--- config.mk ---
export PLATFORM = sky130hd
export DESIGN_NAME = lsram_mem_wbuf
export DESIGN_NICKNAME = d
export VERILOG_FILES = /design/src/rtl/lsram_mem_wbuf.sv
export SDC_FILE = /design/constraint.sdc
export NUM_CORES = 1
export LEC_CHECK = 0
export BUFFER_PORTS_ARGS = -buffer_cell sky130_fd_sc_hd__buf_4
export CAP_MARGIN = 0
export CORE_AREA = 2 2 130 69
export DETAILED_ROUTE_END_ITERATION = 12
export DIE_AREA = 0 0 132 71
export HOLD_SLACK_MARGIN = 0.06
export PLACE_DENSITY = 0.83
export RECOVER_POWER = 100
export REMOVE_ABC_BUFFERS = 1
export SETUP_SLACK_MARGIN = 0.15
export SYNTH_ARGS = -nofsm -noshare
export SYNTH_HDL_FRONTEND = slang
export SYNTH_SLANG_ARGS = --single-unit
export TNS_END_PERCENT = 50
--- constraint.sdc ---
create_clock -name HCLK -period 3.1 [get_ports HCLK]
set_input_delay 0.62 -clock HCLK [delete_from_list [all_inputs] [get_ports HCLK]]
set_output_delay 0.62 -clock HCLK [all_outputs]
set_load 0.02 [all_outputs]
--- src/rtl/lsram_mem_wbuf.sv ---
// One-entry posted-write buffer between the AHB LSRAM interface and a single-port LSRAM.
// Writes drain when the RAM port is idle, and read data is merged with the buffered bytes.
module lsram_mem_wbuf #(
  parameter int MEM_AWIDTH = 9,
  parameter int RD_LAT     = 1
) (
  input  logic                  HCLK,
  input  logic                  HRESETN,
  input  logic                  mem_ren,
  input  logic                  mem_wen,
  input  logic [MEM_AWIDTH-1:0] mem_addr,
  input  logic [3:0]            mem_byteen,
  input  logic [31:0]           mem_wdata,
  output logic [31:0]           mem_rdata,
  output logic                  mem_rvalid,
  output logic                  ram_ren,
  output logic                  ram_wen,
  output logic [MEM_AWIDTH-1:0] ram_addr,
  output logic [3:0]            ram_ben,
  output logic [31:0]           ram_wdata,
  input  logic [31:0]           ram_rdata,
  output logic                  wbuf_empty,
  output logic                  collision
);

  logic                  buf_vld;
  logic                  buf_vld_nxt;
  logic [MEM_AWIDTH-1:0] buf_addr;
  logic [3:0]            buf_ben;
  logic [31:0]           buf_data;

  logic                  rd_issue;
  logic                  commit;
  logic                  snap_hit;

  logic                  vld_p  [RD_LAT];
  logic                  hit_p  [RD_LAT];
  logic [3:0]            ben_p  [RD_LAT];
  logic [31:0]           data_p [RD_LAT];

  function automatic logic [31:0] merge_bytes(input logic        hit,
                                              input logic [3:0]  ben,
                                              input logic [31:0] snap,
                                              input logic [31:0] ram);
    logic [31:0] res;
    for (int i = 0; i < 4; i++)
      res[8*i +: 8] = (hit && ben[i]) ? snap[8*i +: 8] : ram[8*i +: 8];
    return res;
  endfunction

  // A simultaneous read+write is treated as a write; the read is dropped.
  assign rd_issue = mem_ren & ~mem_wen;
  assign commit   = buf_vld & (mem_wen | ~mem_ren);
  assign snap_hit = buf_vld && (buf_addr == mem_addr);

  always_comb begin
    buf_vld_nxt = buf_vld;
    if (mem_wen)
      buf_vld_nxt = 1'b1;
    else if (!mem_ren)
      buf_vld_nxt = 1'b0;
  end

  // RAM port: combinational, forced idle while reset is asserted
  always_comb begin
    ram_ren   = 1'b0;
    ram_wen   = 1'b0;
    ram_addr  = '0;
    ram_ben   = '0;
    ram_wdata = '0;
    if (HRESETN) begin
      if (commit) begin
        ram_wen   = 1'b1;
        ram_addr  = buf_addr;
        ram_ben   = buf_ben;
        ram_wdata = buf_data;
      end else if (rd_issue) begin
        ram_ren  = 1'b1;
        ram_addr = mem_addr;
      end
    end
  end

  // Buffer and status control
  always_ff @(posedge HCLK or negedge HRESETN) begin
    if (!HRESETN) begin
      buf_vld    <= 1'b0;
      wbuf_empty <= 1'b1;
      collision  <= 1'b0;
    end else begin
      buf_vld    <= buf_vld_nxt;
      wbuf_empty <= ~buf_vld_nxt;
      collision  <= collision | (mem_ren & mem_wen);
    end
  end

  always_ff @(posedge HCLK) begin
    if (mem_wen) begin
      buf_addr <= mem_addr;
      buf_ben  <= mem_byteen;
      buf_data <= mem_wdata;
    end
  end

  // Read pipeline stage p0..p(RD_LAT-1): snapshot travels with the RAM access
  always_ff @(posedge HCLK or negedge HRESETN) begin
    if (!HRESETN) begin
      for (int i = 0; i < RD_LAT; i++)
        vld_p[i] <= 1'b0;
    end else begin
      vld_p[0] <= rd_issue;
      for (int i = 1; i < RD_LAT; i++)
        vld_p[i] <= vld_p[i-1];
    end
  end

  always_ff @(posedge HCLK) begin
    hit_p[0]  <= snap_hit;
    ben_p[0]  <= buf_ben;
    data_p[0] <= buf_data;
    for (int i = 1; i < RD_LAT; i++) begin
      hit_p[i]  <= hit_p[i-1];
      ben_p[i]  <= ben_p[i-1];
      data_p[i] <= data_p[i-1];
    end
  end

  // Return stage: ram_rdata is valid while the last pipeline stage is occupied
  always_ff @(posedge HCLK or negedge HRESETN) begin
    if (!HRESETN) begin
      mem_rvalid <= 1'b0;
      mem_rdata  <= '0;
    end else begin
      mem_rvalid <= vld_p[RD_LAT-1];
      if (vld_p[RD_LAT-1])
        mem_rdata <= merge_bytes(hit_p[RD_LAT-1], ben_p[RD_LAT-1],
                                 data_p[RD_LAT-1], ram_rdata);
    end
  end

endmodule

==> results.toml, run 1 <==
[worst_hold_path]
holdPathStages = 0
hp-class = "reg -> reg"

[outcome]
failed_checks = "max-capacitance violations, max-slew violations"
outcome = "complete, but fails checks"

[power]
combPwrFrac = 0.100
p_seq_frac = 0.426
powerDensity_mw_per_mm2 = 738
power.leakage_nw = 2.69
ir_drop_uv = 591
p_switching_mw = 1.03
power.internal_mw = 3.34
p_sw_frac = 0.235
clkPwrFrac = 0.474

[sta]
skew_ns = 0.00478
fin_crit_sh = 0.873
tightest_slew_ns = 2.00
relSlewSlack = -0.336
finalMaxSlewViolations = 66
hold_viol_final = 0
finalCriticalPeriod_ns = 2.71
fmax_ghz = 0.370
fin_hold_ws_ns = 0.358
setup_viol = 0
setup_tns_ns = 0
rsz0062_at_grt = "false"

[synth]
yosysTopAreaCellShare = 0.323
ys_types = 23
ys.flop_type = "edfxtp_1"
synth_edf_count = 45
ys_seq_area_frac = 0.722
yosysWarnings = 0
synth_area_leaders = "edfxtp_1 32%, dfrtp_1 22%, dfxtp_1 18%, mux2i_1 7.7%, and2_1 5.4%"
syn_area_mm2 = 0.00418
synth-async-reset-ratio = 0.311
netlist_instances = 296
ys_ff_latch = 119
yosysTopAreaCell = "edfxtp_1"
syn_avg_cell_area_um2 = 14.1

[clock_network]
htreeDepth = 4
clk_pin_slew_ns = 0.05
ctsLongestPathBuffers = 2
clock_sinks = 119
cts_root_buf = "clkbuf_16"
ctsResizeCount = 0
cts_hold_buf = 0
cts_buffers = 17
post_cts_buffers = 0
cts_tree = "done"
clock_latency_ns = 0.41

[finish]
final_cell_mix = "74 x buf_4, 52 x clkbuf_1, 45 x edfxtp_1, 37 x dfxtp_1, 37 x clkbuf_4"
finalNetCount = 548
post-route-util = 0.711
syn_to_final_growth_pct = 41.4
layout_commonest_cell = "buf_4"
num_antenna_cells = 0
regArea_mm2 = 0.00302
fill_cells = 634
multi_input_area_mm2 = 0.00108
drive_gt1_frac = 0.317

[die]
io_pins = 163
dieWidth_um = 132
num_rows = 24
core_area_mm2 = 0.00832
floorplan.initialDensity = 0.503
die_h_um = 71
design.die.area_mm2 = 0.00937

[route]
wirelength_um = 9990
routed-via-count = 2884
ant_nets = 0
wire_per_inst_um = 16.7
viasPerCell = 4.83
firstDrtPassIters = 4
drc = 0
drtIter0Drc = 151

[critical_path]
cp_slowest_cell = "and2_0"
r2r_cells = 2
critPathKind = "in -> out"
max_stage_delay_ns = 0.57
cp.required_ns = 2.48
crit_arrival_ns = 2.09
end_kind = "primary output"
cpMostUsedCell = "buf_4"
cp_cell_sequence = "buf_4 -> nor2b_1 -> and2_0 -> a22o_1 -> buf_4"
worstSetupStartpointType = "input pin"
crit_fanout = 10

[global_route]
grt_max_degree = 66
grt_first_pass_wirelength_um = 15300
overflow = 0
grt_pass1_vias = 2908
grtUsageTotal = 0.220
antenna_found_initial = 0

[place]
portBuffers = 162
gp_congestion = 0.763
hpwl_um = 6640

[flow_run]
maxCapViolations = 1
## power groups by stage
| stage | sequential (mW) | combinational (mW) | clock [mW] |
|---|---|---|---|
| after floorplan | 1.93 | 0.154 | 0 |
| after global placement | 1.88 | 0.489 | 0 |
| after detailed placement | 1.89 | 0.500 | 0 |
| after CTS | 1.86 | 0.502 | 2.09 |
| after global routing | 1.88 | 0.471 | 2.17 |
| final | 1.86 | 0.436 | 2.07 |
## cells by family (layout without fill, tap and decap cells)
family | Yosys count | count (layout) | share of synthesized area
AO/OA/AOI/OAI | 43 | 43 | 0.0613
XOR/XNOR | 9 | 9 | 0.0188
flip-flops | 119 | 119 | 0.722
AND/OR/NAND/NOR | 80 | 80 | 0.105
buffers and inverters | 13 | 197 | 0.0167
multiplexers | 32 | 32 | 0.0766
## registers in the layout, indices dropped and copies added, names as in the netlist
| register | count |
|---|---|
| buf_data | 32 |
| mem_rvalid | 1 |
| hit_p | 1 |
| wbuf_empty | 1 |
| buf_ben | 4 |
| buf_addr | 9 |
| data_p | 32 |
| mem_rdata | 32 |
| ben_p | 4 |
| vld_p | 1 |
| collision | 1 |
| buf_vld | 1 |
## critical path, delay by kind of cell
| kind | cells | cell delay [ns] |
|---|---|---|
| buffers and inverters | 2 | 0.23 |
| AND/OR/NAND/NOR | 2 | 0.97 |
| AO/OA/AOI/OAI | 1 | 0.25 |
## routing by layer
layer / vias to the layer above / track usage / part of all wire
li1: 1375 / - / -
met1: 1353 / 0.279 / 0.42
met2: 144 / 0.339 / 0.46
met3: 12 / 0.0953 / 0.10
met4: 0 / 0.0870 / 0.011
met5: - / 0 / 0
## Yosys cell counts (2+ instances only)
master    instances
a21o_2            2
nand4_1           2
xnor2_1           9
dfxtp_1          37
a21oi_1          32
buf_2             7
nor2_1           32
dfrtp_1          36
edfxtp_1         45
mux2i_1          32
clkbuf_1          3
nand2_1           2
a22o_1            9
and2_1           36
nand2_2           4
## through the flow
stage	instance area (um2)	std cells	power, mW	worst slack [ns]
finish	5910	597	4.36	0.394
global route	5910	597	4.52	0.312
CTS	6120	597	4.46	0.681
detailed placement	5500	565	2.39	0.769
global placement	5500	565	2.37	0.781
floorplan	4120	284	2.09	1.11
## final cells by class
class                      count  share of cell area
tap                          117              0.0248
timing repair buffer         164               0.175
multi-input combinational    164               0.183
clock buffer                  19              0.0766
sequential                   119               0.511
inverter                       1            0.000635
clock inverter                13              0.0294
## worst paths after layout
| path | slack (ns) | end | start |
|---|---|---|---|
| setup reg to reg | 0.93 | mem_rdata[26] | vld_p |
| hold / removal | 0.36 | data_p[0][20] | buf_data[20] |
| hold reg to reg | 0.36 | data_p[0][20] | buf_data[20] |
| min in group asynchronous | 0.53 | mem_rdata[3] | HRESETN |
| setup / recovery | 0.39 | ram_addr[4] | mem_ren |
| max in group asynchronous | 2.21 | wbuf_empty | HRESETN |
Power figures use the tool's default switching activity.
==> run 2, diff against run 1 <==
CORE_AREA = 2 2 93 95   (was 2 2 130 69)
DIE_AREA = 0 0 95 97   (was 0 0 132 71)
==> run 2 against run 1 <==
  * The flow still finishes with violations (max-capacitance violations, max-slew violations)
  * Final cell count fell by 2.0%
  * Critical path depth did not move
  * Sequential share of layout area rose by 0.71 points
  * Clock skew rose by 0.0031 ns
  * Worst setup slack improved by 0.052 ns
  * Critical path type unchanged
  * Critical endpoint is now ram_addr[3]
  * Highest routed layer unchanged
==> results.toml, run 2 (synthesis gave the netlist of run 1 again) <==
[sta]
skew_ns = 0.00787
finalCriticalPeriod_ns = 2.65
fmax_ghz = 0.377
rsz0062_at_grt = "false"
setup_tns_ns = 0
relSlewSlack = -0.397
hold_viol_final = 0
setup_viol = 0
tightest_slew_ns = 2.10
fin_crit_sh = 0.856
finalMaxSlewViolations = 104

[power]
power.internal_mw = 3.17
ir_drop_uv = 455
p_sw_frac = 0.234
power.leakage_nw = 2.64
combPwrFrac = 0.104
powerDensity_mw_per_mm2 = 710
total_power_mw = 4.14
p_switching_mw = 0.971
clkPwrFrac = 0.448
p_seq_frac = 0.448

[die]
io_pins = 163
core_area_mm2 = 0.00813
num_rows = 33
floorplan.initialDensity = 0.514
die_h_um = 97
dieWidth_um = 95
design.die.area_mm2 = 0.00922

[finish]
drive_gt1_frac = 0.292
syn_to_final_growth_pct = 39.4
final_cell_mix = "68 x buf_4, 64 x clkbuf_1, 45 x edfxtp_1, 37 x dfxtp_1"
reg_top3 = "buf_data x32, data_p x32, mem_rdata x32"
fill_cells = 601
finalNetCount = 548
post-route-util = 0.717
fin_area_mm2 = 0.00583
layout_commonest_cell = "buf_4"
num_antenna_cells = 0

[critical_path]
crit_arrival_ns = 2.03
cp.required_ns = 2.48
r2r_cells = 2
r2r-start = "vld_p"
end_kind = "primary output"
regToRegSetupSlack_ns = 0.89
crit_fanout = 10
timing.rr.end = "mem_rdata[28]"
critPathKind = "in -> out"
worstSetupStartpointType = "input pin"

[route]
drtIter0Drc = 74
drt-met1-wl_um = 3610
dr_wl_met2_um = 4930
drc = 0
top_layer = "met4"
firstDrtPassIters = 5
wirelength_um = 9310
ant_nets = 0
wl_met3_um = 648
wire_per_inst_um = 15.9
routed-via-count = 2852
viasPerCell = 4.88

[worst_hold_path]
min_from = "mem_wdata[23]"
hp-class = "in -> reg"
hold_end = "buf_data[23]"
holdPathStages = 1

[clock_network]
cts_root_buf = "clkbuf_8"
htreeDepth = 4
post_cts_buffers = 0
clk_pin_slew_ns = 0.06
ctsLongestPathBuffers = 2
clock_latency_ns = 0.50
clock_sinks = 119
cts_tree = "done"
cts_hold_buf = 0
ctsResizeCount = 0
cts_buffers = 17

[global_route]
antenna_found_initial = 0
overflow = 0
grt_max_degree = 66
grtUsageTotal = 0.210
grt_pass1_vias = 3006
grt_first_pass_wirelength_um = 14500

[place]
gp_congestion = 0.745
post_dp_cell_area_mm2 = 0.00548
hpwl_um = 6130
portBuffers = 162

[outcome]
failed_checks = "max-capacitance violations, max-slew violations"
outcome = "complete, but fails checks"

[flow_run]
maxCapViolations = 2
## run 2: changes by cell type in the layout (fill, tap and decap cells not counted), sizes merged
cell    before  now
inv          4    2
clkinv       4    1
buf         74   68
clkbuf     109  124
bufinv       4    0
## run 2: layout make-up
class	count	area, um2	area share
clock buffer	28	561	0.0961
clock inverter	4	26.3	0.00451
inverter	1	3.75	0.000644
multi-input combinational	164	1080	0.186
sequential	119	3020	0.518
tap	105	131	0.0225
timing repair buffer	164	1010	0.173
## run 2: layer usage
metal | track usage | up-vias
li1 | - | 1377
met5 | 0 | -
met4 | 0.0747 | 0
met1 | 0.241 | 1350
met3 | 0.0709 | 13
met2 | 0.361 | 112
## run 2: how the worst max path moves through the flow
stage          startpoint          end  slack (ns)  cells past startpoint
2_1_floorplan     mem_ren  ram_addr[0]        1.11                      3
3_3_place_gp      mem_ren   ram_ben[0]        0.78                      5
3_5_place_dp      mem_ren   ram_ben[0]        0.75                      5
5_1_grt           mem_wen  ram_addr[1]        0.32                      5
4_1_cts           buf_vld   ram_ben[0]        0.61                      4
6_report          mem_wen  ram_addr[3]        0.45                      5
## run 2: through the flow
step	setup WS, ns	cells	hold WS, ns
floorplan	1.11	284	0.324
global placement	0.778	553	0.341
detailed placement	0.747	553	0.346
CTS	0.606	585	0.240
global route	0.324	585	0.290
finish	0.446	585	0.315
## run 2: critical path: stages
cell and delay (ns):
clkbuf_1 0.10, nor2b_1 0.38, and2_0 0.54, a22o_1 0.25
buf_4 0.14
## run 2: power by group through the flow
stage               clock network [mW]  logic [mW]  registers (mW)
finish                            1.85       0.432            1.86
global route                      1.97       0.469            1.87
CTS                               1.89       0.503            1.86
detailed placement                   0       0.498            1.88
global placement                     0       0.485            1.88
floorplan                            0       0.154            1.93
==> run 3, diff against run 2 <==
CORE_AREA = 2 2 120 122   (was 2 2 93 95)
DIE_AREA = 0 0 122 124   (was 0 0 95 97)
PLACE_DENSITY = not set   (was 0.83)
clock period = 3.01 ns   (was 3.1 ns; I/O delays follow)
==> run 3 against run 2 <==
  * The run still ends with max-capacitance violations, max-slew violations left
  * Critical endpoint is now ram_addr[4]
  * Cell area grew 0.62%
  * Count of clock-buffer cells in the layout shrank 1
  * Critical path depth is the same
  * Sequential power grew 3%
  * Non-clock buffer count grew 1
  * Sequential cell count is the same
  * Largest cell class unchanged
  * Clock skew shrank 0.0015 ns
  * First-iteration DRC count grew 72%
  * Register-to-register slack lost 0.08 ns
  * Critical path type unchanged
==> results.toml, run 3 (synthesis gave the netlist of run 1 again) <==
[power]
power.leakage_nw = 2.62
combPwrFrac = 0.109
p_seq_frac = 0.464
ir_drop_uv = 337
p_sw_frac = 0.241
powerDensity_mw_per_mm2 = 701
p_switching_mw = 0.993
clkPwrFrac = 0.428
power.internal_mw = 3.12

[finish]
final_cell_mix = "70 x buf_4, 65 x clkbuf_1, 45 x edfxtp_1, 37 x dfxtp_1"
fill_cells = 1357
syn_to_final_growth_pct = 40.3
drive_gt1_frac = 0.291
reg_top3 = "buf_data x32, data_p x32, mem_rdata x32"
post-route-util = 0.428
layout_commonest_cell = "buf_4"
finalNetCount = 549
num_antenna_cells = 0

[sta]
fmax_ghz = 0.376
skew_ns = 0.00641
setup_tns_ns = 0
tightest_slew_ns = 2.05
finalCriticalPeriod_ns = 2.66
hold_viol_final = 0
fin_crit_sh = 0.882
finalMaxSlewViolations = 66
rsz0062_at_grt = "false"
relSlewSlack = -0.367
setup_viol = 0

[die]
core_area_mm2 = 0.0137
dieWidth_um = 122
design.die.area_mm2 = 0.0151
floorplan.initialDensity = 0.305
die_h_um = 124
num_rows = 43
io_pins = 163

[route]
drtIter0Drc = 127
wire_per_inst_um = 14.8
routed-via-count = 2821
firstDrtPassIters = 4
drc = 0
wirelength_um = 9800
viasPerCell = 4.27
ant_nets = 0

[clock_network]
htreeDepth = 4
cts_buffers = 17
cts_tree = "done"
clock_latency_ns = 0.40
clock_sinks = 119
cts_hold_buf = 0
cts_root_buf = "clkbuf_16"
ctsResizeCount = 0
clk_pin_slew_ns = 0.05
post_cts_buffers = 0
ctsLongestPathBuffers = 2

[critical_path]
endpoint = "ram_addr[4]"
regToRegSetupSlack_ns = 0.81
end_kind = "primary output"
cp.required_ns = 2.41
r2r-start = "vld_p"
timing.rr.end = "mem_rdata[7]"
crit_arrival_ns = 2.05
r2r_cells = 2
crit_fanout = 17
cp-startpoint = "HRESETN"
critPathKind = "in -> out"
worstSetupStartpointType = "input pin"

[outcome]
failed_checks = "max-capacitance violations, max-slew violations"
outcome = "complete, but fails checks"

[flow_run]
maxCapViolations = 1

[global_route]
grt_first_pass_wirelength_um = 14800
overflow = 0
grtUsageTotal = 0.132
antenna_found_initial = 0
grt_pass1_vias = 2841
grt_max_degree = 66

[worst_hold_path]
hp-class = "reg -> reg"

[place]
gp_congestion = 0.671
portBuffers = 162
hpwl_um = 6760
## run 3: cell types whose count changed in the layout (fill, tap and decap cells not counted), sizes merged
| cell | before | now |
|---|---|---|
| clkinvlp | 2 | 0 |
| clkbuf | 124 | 122 |
| clkinv | 1 | 5 |
| inv | 2 | 1 |
| buf | 68 | 70 |
## run 3: cell type report
type	instances	area [um2]	share of cell area
Sequential cell	119	3020	0.514
Multi-Input combinational cell	164	1080	0.185
Timing Repair Buffer	165	1020	0.174
Clock buffer	27	493	0.0840
Tap cell	180	225	0.0384
Clock inverter	5	25.0	0.00426
Inverter	1	3.75	0.000640
## run 3: per-stage QoR
stage,power (mW),setup slack (ns),hold slack (ns),std cells,cell area (um2)
global route,4.31,0.232,0.364,661,5870
finish,4.12,0.354,0.355,661,5870
detailed placement,2.46,0.603,0.346,629,5580
global placement,2.45,0.645,0.344,629,5580
CTS,4.24,0.531,0.199,661,6100
floorplan,2.15,1.05,0.306,284,4120
## run 3: power groups by stage
| stage | registers [mW] | clock network (mW) | logic (mW) |
|---|---|---|---|
| final | 1.91 | 1.76 | 0.447 |
| after global routing | 1.93 | 1.90 | 0.484 |
| after CTS | 1.91 | 1.81 | 0.522 |
| after detailed placement | 1.94 | 0 | 0.520 |
| after global placement | 1.94 | 0 | 0.513 |
| after floorplan | 1.99 | 0 | 0.159 |
## run 3: worst min-delay path by stage
stage,depth (start not counted),from,to,slack [ns]
after floorplan,0,HRESETN,buf_vld,0.31
after global placement,0,buf_data[27],data_p[0][27],0.34
after detailed placement,0,buf_data[30],data_p[0][30],0.35
after CTS,2,HRESETN,buf_vld,0.20
after global routing,1,mem_wdata[24],buf_data[24],0.36
final,0,buf_data[30],data_p[0][30],0.35
## run 3: routing by layer
| layer | up-vias | GRT usage | wire (um) |
|---|---|---|---|
| met4 | 0 | 0.0431 | 109 |
| li1 | 1377 | - | - |
| met5 | - | 0 | 0 |
| met1 | 1343 | 0.154 | 4250 |
| met3 | 9 | 0.0582 | 623 |
| met2 | 92 | 0.219 | 4810 |
## run 3: critical path, stage by stage
cell and delay [ns]:
clkbuf_1 0.23, buf_4 0.32, and2_0 0.51, a22o_1 0.25, buf_4 0.14
